===== config.mk =====
export PLATFORM = sky130hd
export DESIGN_NAME = instr_fetch
export DESIGN_NICKNAME = d
export VERILOG_FILES = /design/src/rtl/instr_fetch.sv
export SDC_FILE = /design/constraint.sdc
export NUM_CORES = 1
export LEC_CHECK = 0
export CAP_MARGIN = 20
export CORE_UTILIZATION = 48
export CTS_BUF_LIST = sky130_fd_sc_hd__clkbuf_8
export CTS_CLUSTER_DIAMETER = 80
export CTS_CLUSTER_SIZE = 30
export DETAILED_ROUTE_END_ITERATION = 8
export PLACE_DENSITY = 0.95
export SLEW_MARGIN = 20
export SYNTH_ARGS = -nofsm -noshare
export SYNTH_HDL_FRONTEND = slang
export SYNTH_SLANG_ARGS = --single-unit

===== constraint.sdc =====
create_clock -name clk_i -period 5.5 [get_ports clk_i]
set_clock_uncertainty 0.15 [all_clocks]
set_input_delay 1.375 -clock clk_i [delete_from_list [all_inputs] [get_ports clk_i]]
set_output_delay 1.375 -clock clk_i [all_outputs]
set_load 0.01 [all_outputs]

===== src/rtl/instr_fetch.sv =====
// instr_fetch: PC holder and handshaked instruction fetch for the single-cycle core.
// Optional: define PC_MISALIGN_TRAP_EN to trap on misaligned redirect targets.
//
// Ports:
//   clk_i, rst_i             clock, synchronous active-high reset
//   imem_req_o, imem_addr_o  fetch request / address (addr = pc)
//   imem_ack_i, imem_rdata_i memory response, data valid with ack
//   stall_i                  downstream busy, extends the execute window
//   pc_sel_i, alu_data_i     redirect select and target
//   insn_vld_i               decoded instruction is legal
//   instr_o, pc_o, pc_four_o instruction, its pc, and pc + 4
//   instr_valid_o            one execute window per instruction
//   trap_o, trap_pc_o        halted, and pc of the offending instruction
//   instret_o                retired-instruction counter
module instr_fetch #(
  parameter logic [31:0] RESET_PC = 32'h0000_0000,
  parameter logic [31:0] NOP_INSN = 32'h0000_0013
) (
  input  logic        clk_i,
  input  logic        rst_i,
  output logic        imem_req_o,
  output logic [31:0] imem_addr_o,
  input  logic        imem_ack_i,
  input  logic [31:0] imem_rdata_i,
  input  logic        stall_i,
  input  logic        pc_sel_i,
  input  logic        insn_vld_i,
  input  logic [31:0] alu_data_i,
  output logic [31:0] instr_o,
  output logic [31:0] pc_o,
  output logic [31:0] pc_four_o,
  output logic        instr_valid_o,
  output logic        trap_o,
  output logic [31:0] trap_pc_o,
  output logic [31:0] instret_o
);

  typedef enum logic [1:0] {
    IDLE = 2'd0,
    REQ  = 2'd1,
    EXEC = 2'd2,
    TRAP = 2'd3
  } state_e;

  state_e      state_q, state_d;
  logic [31:0] pc_q, pc_d;
  logic [31:0] instr_q, instr_d;
  logic [31:0] trap_pc_q, trap_pc_d;
  logic [31:0] instret_q, instret_d;
  logic [31:0] pc_four;
  logic [31:0] tgt;
  logic        bad_tgt;

  assign pc_four = pc_q + 32'd4;

`ifdef PC_MISALIGN_TRAP_EN
  assign tgt     = alu_data_i;
  assign bad_tgt = pc_sel_i && (alu_data_i[1:0] != 2'b00);
`else
  // Low bits are dropped so a misaligned target still fetches a word.
  assign tgt     = alu_data_i & ~32'h3;
  assign bad_tgt = 1'b0;
`endif

  always_comb begin
    state_d   = state_q;
    pc_d      = pc_q;
    instr_d   = instr_q;
    trap_pc_d = trap_pc_q;
    instret_d = instret_q;
    unique case (state_q)
      IDLE: state_d = REQ;
      REQ: begin
        if (imem_ack_i) begin
          instr_d = imem_rdata_i;
          state_d = EXEC;
        end
      end
      EXEC: begin
        // Illegal instruction wins over stall.
        if (!insn_vld_i || (!stall_i && bad_tgt)) begin
          trap_pc_d = pc_q;
          instr_d   = NOP_INSN;
          state_d   = TRAP;
        end else if (!stall_i) begin
          pc_d      = pc_sel_i ? tgt : pc_four;
          instret_d = instret_q + 32'd1;
          instr_d   = NOP_INSN;
          state_d   = REQ;
        end
      end
      TRAP: state_d = TRAP;
      default: state_d = IDLE;
    endcase
  end

  always_ff @(posedge clk_i) begin
    if (rst_i) begin
      state_q   <= IDLE;
      pc_q      <= RESET_PC;
      instr_q   <= NOP_INSN;
      trap_pc_q <= 32'd0;
      instret_q <= 32'd0;
    end else begin
      state_q   <= state_d;
      pc_q      <= pc_d;
      instr_q   <= instr_d;
      trap_pc_q <= trap_pc_d;
      instret_q <= instret_d;
    end
  end

  assign imem_req_o    = (state_q == REQ);
  assign imem_addr_o   = pc_q;
  assign instr_o       = instr_q;
  assign pc_o          = pc_q;
  assign pc_four_o     = pc_four;
  assign instr_valid_o = (state_q == EXEC);
  assign trap_o        = (state_q == TRAP);
  assign trap_pc_o     = trap_pc_q;
  assign instret_o     = instret_q;

endmodule

==> results of run 1 <==
==> power by group through the flow <==
stage / Clock, W / Sequential, W / Combinational (W)
CTS: 0.000906 / 0.000950 / 0.000222
global route: 0.000948 / 0.000953 / 0.000239
detailed placement: 0 / 0.000971 / 0.000221
floorplan: 0 / 0.000970 / 0.000105
global placement: 0 / 0.000970 / 0.000218
finish: 0.000893 / 0.000951 / 0.000223
==> cells in the final DEF (no fill, tap or decap), types with 5 or more instances in the layout <==
| cell type | count |
|---|---|
| o311ai_0 | 7 |
| a22oi_1 | 31 |
| a31oi_1 | 11 |
| and2_1 | 6 |
| o31ai_1 | 5 |
| o41ai_1 | 6 |
| nand3_1 | 33 |
| nand2_1 | 111 |
| and3_1 | 7 |
| dfxtp_1 | 126 |
| and4_1 | 9 |
| or4_1 | 9 |
| xor2_1 | 17 |
| buf_4 | 10 |
| a21oi_1 | 64 |
| conb_1 | 8 |
| nor2b_1 | 10 |
| nor3_1 | 25 |
| nand4_1 | 20 |
| nor4_1 | 11 |
| o21ai_0 | 28 |
| clkbuf_8 | 18 |
| clkdlybuf4s50_1 | 252 |
| nor2_1 | 66 |
| or3_1 | 13 |
| or2_2 | 6 |
| xnor2_1 | 20 |
| inv_1 | 11 |
| a32o_1 | 5 |
==> stage by stage <==
step	util, %	total power, W	area [um2]	worst slack, ps
2_1_floorplan	-	0.00108	6470	2010
3_3_place_gp	67.9	0.00119	8750	1120
3_5_place_dp	67.9	0.00119	8750	1030
5_1_grt	71.4	0.00214	9190	273
6_report	71.4	0.00207	9190	460
4_1_cts	71.4	0.00208	9190	544
==> metal layers <==
| metal | vias to the layer above | GRT usage [%] |
|---|---|---|
| li1 | 3257 | - |
| met1 | 3257 | 34.7 |
| met2 | 377 | 47.0 |
| met3 | 56 | 8.14 |
| met4 | 0 | 13.4 |
| met5 | - | 0 |
==> cell usage after synthesis (13+ instances only) <==
master	number
a21oi_1	65
a22oi_1	31
buf_4	38
clkbuf_1	61
dfxtp_1	126
nand2_1	112
nand3_1	33
nand4_1	20
nor2_1	66
nor3_1	25
o21ai_0	28
or3_1	13
xnor2_1	20
xor2_1	17
==> flip-flops by register name, indices dropped and copies added (netlist names) <==
name and cells:
imem_addr_o 30, instret_o 32, state_q 2, instr_o 32, trap_pc_o 30
==> final timing paths <==
| check | end | cells after the start |
|---|---|---|
| max | pc_four_o[25] | 5 |
| min | trap_pc_o[30] | 2 |
| max reg2reg | imem_addr_o[25] | 4 |
| min reg2reg | trap_pc_o[30] | 2 |
==> cells by family after synthesis <==
group,count (synthesis),synth area share (%)
AOI/OAI and AO/OA,192,19.5
xor gates and xnor gates,37,5.03
adders and majority gates,2,0.388
buffers and inverters,122,9.51
DFF,126,39.1
muxes,5,0.834
other,1,0.0582
and+or+nand+nor,337,25.6
==> final cells by class <==
| class | count | area (um2) |
|---|---|---|
| clock buffer | 18 | 248 |
| clock inverter | 14 | 193 |
| fill | 943 | 3680 |
| inverter | 12 | 45.0 |
| multi-input combinational | 581 | 3370 |
| sequential | 126 | 2520 |
| tap | 172 | 215 |
| timing repair buffer | 263 | 2600 |
==> critical path: stages, from the launching register on <==
cell             delay (ps)
dfxtp_1                 610
nand4_2                 520
nor4_1                  980
nand3_1                 210
xnor2_1                 190
clkdlybuf4s50_1         550
==> summary.md, run 1 <==
| Metric | Value |
|---|---|
| Slew Limit Fails | `0` |
| DR pass1 iterations | `5` |
| Status | `finished clean` |
| Arr. time, crit path | `3510 ps` |
| Top sig layer | `met4` |
| Max frequency | `198 MHz` |
| Top FF cell, synth | `dfxtp_1` |
| CTS buffer count | `17` |
| HP Start | `trap_pc_o[30]` |
| Area delta synth->final | `42.5%` |
| Syn Inst Count | `822` |
| DRC | `0` |
| RSZ-0062 raised after global routing | `no` |
| Setup Fix Bufs, Post-CTS | `0` |
| CTS tree | `done` |
| Synthesized area | `6450 um2` |
| Post-CTS Resized | `0` |
| Worst-path clk slew | `70 ps` |
| Die height | `118 um` |
| Setup-failing EPs final | `0` |
| Asr flop ratio synth | `0%` |
| Worst Hold Class | `reg -> reg` |
| Clock root buffer | `clkbuf_8` |
| Crit path launch | `imem_addr_o[5]` |
| CP required | `3970 ps` |
| GR Util All Layers | `28.7%` |
| Port Buf Inserts | `254` |
| Pwr dens | `225 nW/um2` |
| DR vias | `6,947` |
| Hold_buf cts | `0` |
| Register share of total power | `46.0%` |
| Drt wl/cell | `17.1 um` |
| Reg2Reg Setup Slack | `2780 ps` |
| Congestion Overflow GR | `0` |
| Global placer's final weighted congestion | `0.815` |
| Crit path launch type | `flop` |
| Post-Syn Area per Cell | `7.85 um2` |
| CTS H-tree depth | `4` |
| Hold violation total from the final report | `0` |
| Minimum clock period | `5040 ps` |
| Metal3 WL | `1730 um` |
| Vias per cell | `5.86` |
| ANT nets after route | `0` |
| Largest net degree at the start of global routing | `81` |
| Max-cap violations | `0` |
| Core area | `12,900 um2` |
| Crit path max fanout | `19` |
| Crit Path Category | `reg -> out` |
| Layout Cells excl Fill | `1,186` |
| Switching part of the total power | `24.9%` |
| Logic pwr share | `10.8%` |
| Slew margin rel. | `34.7%` |
| Max Buffers Root-to-Sink | `2` |
| IO Pins | `265` |
| Dominant cells by area after synthesis | `dfxtp_1 39%, nand2_1 6.5%, a21oi_1 5.0%` |
| Placed instance count | `1,154` |
| Vias in the first global route | `6,306` |
| Routed Wire Length | `20,300 um` |
| Critical R2R Launch | `imem_addr_o[5]` |
| Clock power share | `43.2%` |
| Number of synthesized flops with an enable pin | `0` |
| Worst setup EP type | `primary output` |
| Peak VDD IR | `0.170 mV` |
| Share of cells above drive strength 1 | `5.92%` |
| Hold_ws | `305 ps` |
| Met2 Wirelength | `9830 um` |
| Starting Density | `50.1%` |
| Share of the synthesized area in the top cell type | `39.1%` |
| WL met1 | `8070 um` |
| Switching power | `0.000515 W` |
| # rows | `41` |
| Synth area leader | `dfxtp_1` |
| Cell-internal power | `0.00155 W` |
| Leak Pwr | `3.05 nW` |
| Worst-Skew Late Latency | `450 ps` |
| Hpwl dp | `13,900 um` |
| Register area share after synthesis | `39.1%` |
| 1st-iter DRT viols | `620` |
| Actual slew at the worst max-slew pin | `970 ps` |
| Synth Register Bits | `126` |
| Setup TNS | `0 ps` |
| Fin nets | `1,073` |
| Synth cell types | `61` |
| Synth warnings | `0` |
| First-pass GRT wire length | `32,200 um` |
| Crit share post-route | `91.6%` |
| Ant diodes | `0` |
| DIE WIDTH | `118 um` |
| Die area | `13,900 um2` |
| Sink Count | `126` |
| Initial antenna violation count | `0` |
Note: power is estimated with default switching activity, not from simulation.
==> inputs of run 2 (changes only) <==
--- a/config.mk
+++ b/config.mk
@@ -5,6 +5,7 @@
 export SDC_FILE = /design/constraint.sdc
 export NUM_CORES = 1
 export LEC_CHECK = 0
+export ABC_CLOCK_PERIOD_IN_PS = 5500
 export CAP_MARGIN = 20
 export CORE_UTILIZATION = 48
 export CTS_BUF_LIST = sky130_fd_sc_hd__clkbuf_8
@@ -12,6 +13,7 @@
 export CTS_CLUSTER_SIZE = 30
 export DETAILED_ROUTE_END_ITERATION = 8
 export PLACE_DENSITY = 0.95
+export RECOVER_POWER = 25
 export SLEW_MARGIN = 20
 export SYNTH_ARGS = -nofsm -noshare
 export SYNTH_HDL_FRONTEND = slang
==> run 2 against run 1 <==
Against the previous run: sequential share of layout area up 0.094 points; largest cell class unchanged; critical path depth unchanged; highest routed layer unchanged; cell count unchanged; utilization down 0.24 points; fmax down 0.68%; non-clock buffer count unchanged; clock-buffer cell count unchanged; the flow now finishes with violations (max-capacitance violations, max-slew violations); largest power group unchanged; routed wire length down 0.35%; register-to-register slack worse by 740 ps; total power down 0.20%.
==> summary.md, run 2 (same netlist as run 1, synthesis figures left out) <==
| Metric | Value |
|---|---|
| Status | `finished with violations` |
| Failing checks | `max-capacitance violations, max-slew violations` |
| Starting Density | `50.1% (unchanged)` |
| Max stage delay on crit path | `1010 ps (+30 ps)` |
| DIE WIDTH | `118 um (unchanged)` |
| Congestion Overflow GR | `0 (unchanged)` |
| Slew margin rel. | `-136% (-170 points)` |
| Worst-path clk slew | `70 ps (about the same)` |
| Sequential cell area | `2520 um2 (unchanged)` |
| Slew Limit Fails | `128 (+128)` |
| DRC | `0 (unchanged)` |
| Crit path launch type | `flop` |
| Largest net degree at the start of global routing | `81 (unchanged)` |
| Final instance area | `9160 um2 (-0.34%)` |
| Crit path max fanout | `19 (unchanged)` |
| Register share of total power | `46.1% (about the same)` |
| CTS tree | `done` |
| Cell-internal power | `0.00155 W (-0.20%)` |
| Area delta synth->final | `42.0%` |
| Fin nets | `1,073 (unchanged)` |
| CTS buffer count | `17 (unchanged)` |
| Vias in the first global route | `6,306 (unchanged)` |
| Filler cells | `950 (+0.74%)` |
| Worst setup EP type | `primary output` |
| IO Pins | `265 (unchanged)` |
| Hpwl dp | `13,900 um (unchanged)` |
| Port Buf Inserts | `254 (unchanged)` |
| Hold_ws | `302 ps (-3.08 ps)` |
| Vias per cell | `5.83 (-0.53%)` |
| Routed Wire Length | `20,200 um (-0.35%)` |
| Die height | `118 um (unchanged)` |
| Crit share post-route | `92.3% (+0.63 points)` |
| Max frequency | `197 MHz (-0.68%)` |
| Worst-path cell chain | `nand4_2 > nor4_1 > nand3_1 > xnor2_1 > clkdlybuf4s50_1` |
| Final Util | `71.1% (-0.24 points)` |
| Commonest non-fill, non-tap cell in the layout | `clkdlybuf4s50_1` |
| GR Util All Layers | `28.7% (unchanged)` |
| Logic pwr share | `10.6% (-0.2 points)` |
| Setup TNS | `0 ps (unchanged)` |
| Pwr dens | `225 nW/um2 (+0.14%)` |
| DR pass1 iterations | `5 (unchanged)` |
| Minimum clock period | `5070 ps (+34.7 ps)` |
| Hold_buf cts | `0 (unchanged)` |
| Overall power | `0.00206 W (-0.20%)` |
| Post-DP Area | `8750 um2 (unchanged)` |
| DR vias | `6,910 (-0.53%)` |
| Area of the multi-input gates | `3350 um2 (-0.52%)` |
| Ant diodes | `0 (unchanged)` |
| Die area | `13,900 um2 (unchanged)` |
| ANT nets after route | `0 (unchanged)` |
| Most frequent cells in the layout | `212 x clkdlybuf4s50_1, 126 x dfxtp_1, 112 x nand2_1, 66 x nor2_1, 64 x a21oi_1` |
| Arr. time, crit path | `3550 ps (+40 ps)` |
| Drt wl/cell | `17.0 um (-0.35%)` |
| Leak Pwr | `3.15 nW (+3.4%)` |
| Max stage delay cell, worst path | `nor4_1` |
| 1st-iter DRT viols | `613 (-1.1%)` |
| Max-cap violations | `2 (+2)` |
| Hold violation total from the final report | `0 (unchanged)` |
| Actual slew at the worst max-slew pin | `3540 ps (+2570 ps)` |
| CTS H-tree depth | `4 (unchanged)` |
| Share of cells above drive strength 1 | `5.42% (-0.49 points)` |
| Global placer's final weighted congestion | `0.815 (unchanged)` |
| Clock power share | `43.3% (about the same)` |
| First-pass GRT wire length | `32,200 um (unchanged)` |
| Crit Path Category | `reg -> out` |
| # rows | `41 (unchanged)` |
| Clock root buffer | `clkbuf_8` |
| CP required | `3970 ps (about the same)` |
| Setup-failing EPs final | `0 (unchanged)` |
| Post-CTS Resized | `0 (unchanged)` |
| Worst-Skew Late Latency | `450 ps (about the same)` |
| Switching power | `0.000514 W (-0.22%)` |
| Max Buffers Root-to-Sink | `2 (unchanged)` |
| Worst Hold Class | `reg -> reg` |
| Sink Count | `126 (unchanged)` |
| Setup Fix Bufs, Post-CTS | `0 (unchanged)` |
| Initial antenna violation count | `0 (unchanged)` |
| Peak VDD IR | `0.170 mV (-0.24%)` |
| RSZ-0062 raised after global routing | `no` |
| Core area | `12,900 um2 (unchanged)` |
| Switching part of the total power | `24.9% (about the same)` |
-- run 2: final timing paths --
check                  from               to  slack, ps  depth (start not counted)
max          imem_addr_o[5]    pc_four_o[25]        430                          5
min           trap_pc_o[30]    trap_pc_o[30]        300                          2
max reg2reg      state_q[1]  imem_addr_o[21]       2040                          5
min reg2reg   trap_pc_o[30]    trap_pc_o[30]        300                          2
-- run 2: routing by layer --
layer / vias up / GRT usage, % / part of all wire, %
li1: 3254 / - / -
met1: 3215 / 34.7 / 40
met2: 386 / 47.0 / 48
met3: 55 / 8.14 / 8.5
met4: 0 / 13.4 / 3.2
met5: - / 0 / 0
-- run 2: layout make-up --
| type | instances | area share, % |
|---|---|---|
| clock inverters | 14 | 2.10 |
| well taps | 172 | 2.35 |
| inverters | 12 | 0.492 |
| multi-input cells | 581 | 36.6 |
| repair buffers | 263 | 28.3 |
| clock buffers | 18 | 2.70 |
| flip-flops and latches | 126 | 27.5 |
-- run 2: power groups by stage --
stage	Clock (W)	Combinational (W)	Sequential [W]
after floorplan	0	0.000105	0.000970
after global placement	0	0.000218	0.000970
after detailed placement	0	0.000221	0.000971
after CTS	0.000906	0.000222	0.000950
after global routing	0.000948	0.000235	0.000953
final	0.000893	0.000219	0.000951
-- run 2: stage by stage --
stage / worst slack, ps / instances
3_3_place_gp: 1120 / 1154
3_5_place_dp: 1030 / 1154
5_1_grt: 225 / 1186
4_1_cts: 544 / 1186
2_1_floorplan: 2010 / 829
6_report: 426 / 1186
-- run 2: worst max-delay path: cells and delay by family, from the launching register on --
kind	cells	cell delay (ps)
simple gates	3	1750
flops	1	610
buf+inv	1	550
xor+xnor	1	190
